$ cat src/rtl/vga_sync_gen.sv
// vga_sync_gen: free-running raster timing controller.
// Produces hsync/vsync, display_on, x/y, line/frame strobes and a frame counter,
// all registered and aligned to the same clock edge.
// Ports:
//   clk, rst_n (async active-low), pause (holds frame counter)
//   hsync, vsync, display_on, x[9:0], y[9:0], line_start, frame_start, frame[7:0]
module vga_sync_gen #(
    parameter int   H_ACTIVE = 640,
    parameter int   H_FP     = 16,
    parameter int   H_SYNC   = 96,
    parameter int   H_BP     = 48,
    parameter int   V_ACTIVE = 480,
    parameter int   V_FP     = 10,
    parameter int   V_SYNC   = 2,
    parameter int   V_BP     = 33,
    parameter logic SYNC_POL = 1'b0
) (
    input  logic       clk,
    input  logic       rst_n,
    input  logic       pause,
    output logic       hsync,
    output logic       vsync,
    output logic       display_on,
    output logic [9:0] x,
    output logic [9:0] y,
    output logic       line_start,
    output logic       frame_start,
    output logic [7:0] frame
);

    localparam int H_TOTAL = H_ACTIVE + H_FP + H_SYNC + H_BP;
    localparam int V_TOTAL = V_ACTIVE + V_FP + V_SYNC + V_BP;

    localparam logic [9:0]  H_LAST = 10'(H_TOTAL - 1);
    localparam logic [9:0]  V_LAST = 10'(V_TOTAL - 1);
    localparam logic [10:0] H_ACT  = 11'(H_ACTIVE);
    localparam logic [10:0] H_SS   = 11'(H_ACTIVE + H_FP);
    localparam logic [10:0] H_SE   = 11'(H_ACTIVE + H_FP + H_SYNC);
    localparam logic [10:0] V_ACT  = 11'(V_ACTIVE);
    localparam logic [10:0] V_SS   = 11'(V_ACTIVE + V_FP);
    localparam logic [10:0] V_SE   = 11'(V_ACTIVE + V_FP + V_SYNC);

    logic [9:0] x_q, x_d;
    logic [9:0] y_q, y_d;
    logic       hsync_q, hsync_d;
    logic       vsync_q, vsync_d;
    logic       de_q, de_d;
    logic       ls_q, ls_d;
    logic       fs_q, fs_d;
    logic [7:0] frame_q, frame_d;

    logic       h_wrap;
    logic [10:0] xw, yw;

    // Strobes are decoded from the next position so that they land in the
    // same cycle as the coordinates they describe.
    always_comb begin
        h_wrap = (x_q == H_LAST);
        x_d    = h_wrap ? 10'd0 : x_q + 10'd1;
        y_d    = y_q;
        if (h_wrap) begin
            y_d = (y_q == V_LAST) ? 10'd0 : y_q + 10'd1;
        end

        xw = {1'b0, x_d};
        yw = {1'b0, y_d};

        hsync_d = ((xw >= H_SS) && (xw < H_SE)) ? SYNC_POL : ~SYNC_POL;
        vsync_d = ((yw >= V_SS) && (yw < V_SE)) ? SYNC_POL : ~SYNC_POL;
        de_d    = (xw < H_ACT) && (yw < V_ACT);
        ls_d    = (x_d == 10'd0);
        fs_d    = (x_d == 10'd0) && (y_d == 10'd0);

        frame_d = frame_q;
        if (fs_d && !pause) begin
            frame_d = frame_q + 8'd1;
        end
    end

    // Reset values equal the decode of the last raster position, so
    // releasing reset steps cleanly into (0,0).
    always_ff @(posedge clk or negedge rst_n) begin
        if (!rst_n) begin
            x_q     <= H_LAST;
            y_q     <= V_LAST;
            hsync_q <= ~SYNC_POL;
            vsync_q <= ~SYNC_POL;
            de_q    <= 1'b0;
            ls_q    <= 1'b0;
            fs_q    <= 1'b0;
            frame_q <= 8'hFF;
        end else begin
            x_q     <= x_d;
            y_q     <= y_d;
            hsync_q <= hsync_d;
            vsync_q <= vsync_d;
            de_q    <= de_d;
            ls_q    <= ls_d;
            fs_q    <= fs_d;
            frame_q <= frame_d;
        end
    end

    assign x           = x_q;
    assign y           = y_q;
    assign hsync       = hsync_q;
    assign vsync       = vsync_q;
    assign display_on  = de_q;
    assign line_start  = ls_q;
    assign frame_start = fs_q;
    assign frame       = frame_q;

endmodule
$ cat config.mk
export PLATFORM = sky130hd
export DESIGN_NAME = vga_sync_gen
export DESIGN_NICKNAME = d
export VERILOG_FILES = /design/src/rtl/vga_sync_gen.sv
export SDC_FILE = /design/constraint.sdc
export NUM_CORES = 1
export LEC_CHECK = 0
export BUFFER_PORTS_ARGS = -buffer_cell sky130_fd_sc_hd__buf_4
export CORE_MARGIN = 2
export CORE_UTILIZATION = 58
export CTS_BUF_LIST = sky130_fd_sc_hd__clkbuf_16
export DETAILED_ROUTE_END_ITERATION = 16
export PLACE_DENSITY = 0.92
export SYNTH_ARGS = -nofsm -noshare
export SYNTH_HDL_FRONTEND = slang
export SYNTH_SLANG_ARGS = --single-unit
$ cat constraint.sdc
create_clock -name clk -period 7.9 [get_ports clk]
set_clock_uncertainty 0.15 [all_clocks]
set_input_delay 1.185 -clock clk [delete_from_list [all_inputs] [get_ports clk]]
set_output_delay 1.185 -clock clk [all_outputs]
set_load 0.1 [all_outputs]
==> results.json <==
{
  "mappedNetlistNets": 187,
  "cts_made_buffers": 5,
  "maxSlewHeadroom_pct": 32.2,
  "drive_gt1_share_pct": 34.0,
  "setup_tns_ps": 0,
  "min_path_type": "register to register",
  "synthSimpleGateAreaFrac_pct": 24.8,
  "synth_top_family_by_area": "simple AND/OR/NAND/NOR gates",
  "drtIter0Drc": 135,
  "clock_path_buffers": 2,
  "gp_congestion": 0.895,
  "yosysTopAreaCell": "dfstp_2",
  "cp_cell_sequence": "ha_1 > nand4_1 > or4_1 > nor3_1 > xor2_1 > nand4b_1 > nor4_4 > nand4_1 > xnor2_1",
  "syn2layout_area_growth_pct": 22.9,
  "grt_util_all_layers_pct": 24.9,
  "synth_commonest_cells": "20 x dfstp_2, 15 x nand2_1, 13 x dfrtp_1, 13 x nand4_1",
  "clkSlewWorstSetupHoldPaths_ps": 50,
  "ios": 36,
  "synth_edf_count": 0,
  "holdBufCountCts": 0,
  "setup_viol": 0,
  "cts.htree.levels": 2,
  "cpPeakStageDelay_ps": 690,
  "portBuffers": 35,
  "ys_ff_latch": 33,
  "ys_types": 42,
  "critPathMaxFanout": 9,
  "overflow": 0,
  "design.die.area_um2": 3560,
  "die_x_um": 59.7,
  "fin_util_pct": 73.7,
  "dp_hpwl_um": 2770,
  "syn-cell-area_um2": 1800,
  "cp.arrival_ps": 3670,
  "pre_cts_slack_ps": 4330,
  "layout_min_cycle_time_ps": 3620,
  "route.detailed.drc": 0,
  "p_per_area_nw_per_um2": 165,
  "slew_violations": 0,
  "instances_no_fill": 248,
  "synth_cells": 179,
  "finalHoldViolCount": 0,
  "worst_slack_ps": 4280,
  "dr.pass1.iters": 4,
  "cts_sinks": 33,
  "cp_slowest_cell": "or4_1",
  "vias": 1533,
  "synth_flop_cell": "dfstp_2",
  "wire_per_inst_um": 16.1,
  "clk_latency_ps": 280,
  "grt_pass1_vias": 1363,
  "synth-compound-area-share_pct": 9.32,
  "post-cts-setup-buffer-count": 0,
  "yosysTopAreaCellShare_pct": 29.2,
  "status": "completed",
  "ant_nets": 0,
  "cpMostUsedCell": "nand4_1",
  "cts_tree": "yes",
  "grt_pass1_wl_um": 6380,
  "diodes": 0,
  "initial_core_util_pct": 59.9,
  "grt_antenna_before_repair": 0,
  "async_flop_share_pct": 100,
  "fillCellCount": 220,
  "worst_pin_slew_ps": 1010,
  "yosysMostFrequentCell": "dfstp_2",
  "root_buffer": "clkbuf_16",
  "wl_um": 4010,
  "worst_setup_path_start_kind": "register",
  "std_cell_rows": 20,
  "finalCritPeriodShare_pct": 45.8,
  "synth_area_leaders": "dfstp_2 29%, dfrtp_1 18%, xnor2_1 5.8%",
  "p_leak_nw": 0.949,
  "grt_max_degree": 34,
  "via_per_inst": 6.18,
  "avgSynthCellArea_um2": 10.1,
  "die_h_um": 59.7,
  "crit_type": "register to register",
  "yosys.area_share.adder_pct": 3.48,
  "seq_area_frac_synth_pct": 47.3,
  "synthMuxAreaShare_pct": 1.88,
  "fmax_mhz": 277,
  "coreArea_um2": 3000,
  "ir_worst_vdd_mv": 0.123,
  "drv_cap": 0,
  "nets": 222,
  "required_ps": 7950,
  "synth_xor_area_share_pct": 9.25,
  "dp_cells": 240,
  "cts_resized": 0,
  "crit_path_end_kind": "register",
  "rsz0062_at_grt": "no",
  "yosys_warnings": 0
}
[final cells by class]
| class | count | area (um2) | area share [%] |
|---|---|---|---|
| multi-input combinational | 129 | 877 | 39.6 |
| sequential | 33 | 851 | 38.5 |
| timing repair buffer | 35 | 263 | 11.9 |
| clock buffer | 5 | 125 | 5.66 |
| tap | 33 | 41.3 | 1.87 |
| inverter | 10 | 37.5 | 1.70 |
| clock inverter | 3 | 17.5 | 0.792 |
[worst max-delay path: cells and delay by family (launching register included)]
kind | cells | cell delay (ps)
simple gates | 6 | 2200
flops | 1 | 580
xor+xnor | 2 | 370
fa+ha+maj | 1 | 240
[cells by family (layout without fill, tap and decap cells)]
family,count (synthesis),after routing
flip-flops,33,33
AO/OA/AOI/OAI,26,26
multiplexers,3,3
AND/OR/NAND/NOR,76,76
adder cells (fa/ha/maj),5,5
XOR/XNOR,19,19
buffers and inverters,17,53
[registers in the layout, summed over array words and instances, names as in the netlist]
| signal | count |
|---|---|
| line_start | 1 |
| frame | 8 |
| frame_start | 1 |
| display_on | 1 |
| x | 10 |
| y | 10 |
| hsync | 1 |
| vsync | 1 |
[report_power, final]
| part | total, mW | switching, mW | internal (mW) |
|---|---|---|---|
| Clock | 0.188 | 0.0729 | 0.115 |
| Combinational | 0.00661 | 0.00546 | 0.00114 |
| Sequential | 0.171 | 0.000518 | 0.170 |
| Total | 0.366 | 0.0789 | 0.287 |
[cell usage in the layout (no fill, tap or decap), types with 2 or more instances in the layout]
| master | n |
|---|---|
| buf_4 | 35 |
| dfstp_2 | 20 |
| nand2_1 | 15 |
| nand4_1 | 13 |
| dfrtp_1 | 13 |
| nor2_1 | 12 |
| xnor2_1 | 12 |
| inv_1 | 10 |
| o21ai_0 | 10 |
| nand3_1 | 7 |
| xor2_1 | 7 |
| nor4_1 | 5 |
| ha_1 | 5 |
| clkbuf_16 | 5 |
| nor3_1 | 4 |
| a31oi_1 | 4 |
| mux2_2 | 3 |
| o31ai_1 | 3 |
| nor4_2 | 2 |
| or3_1 | 2 |
| nand3b_1 | 2 |
| or4_1 | 2 |
| and3_1 | 2 |
| clkinv_2 | 2 |
[path summary, 6_finish.rpt]
check | slack, ps | cells after the start | end | from
max in group asynchronous | 6590 | 1 | x[4]$_DFF_PN1_ | rst_n
min in group asynchronous | 680 | 1 | y[4]$_DFF_PN0_ | rst_n
worst max register to register | 4280 | 9 | frame[4]$_DFFE_PN1P_ | x[0]$_DFF_PN1_
worst min register to register | 340 | 1 | frame[7]$_DFFE_PN1P_ | frame[7]$_DFFE_PN1P_
worst min-delay path | 340 | 1 | frame[7]$_DFFE_PN1P_ | frame[7]$_DFFE_PN1P_
worst max-delay path | 4280 | 9 | frame[4]$_DFFE_PN1P_ | x[0]$_DFF_PN1_
[stage by stage]
stage	instance area, um2	hold WS, ps	total power [mW]
2_1_floorplan	1800	576	0.175
3_5_place_dp	2070	331	0.180
5_1_grt	2210	348	0.376
4_1_cts	2210	339	0.369
6_report	2210	339	0.366
3_3_place_gp	2070	328	0.180
[metal layers]
| layer | global-route usage [%] | vias to the layer above | share of wire, % |
|---|---|---|---|
| met5 | 0 | - | 0 |
| met4 | 13.3 | 0 | 3.3 |
| met2 | 36.8 | 67 | 47 |
| li1 | - | 719 | - |
| met3 | 7.79 | 17 | 6.9 |
| met1 | 32.6 | 730 | 42 |
Note: power is estimated with default switching activity, not from simulation.
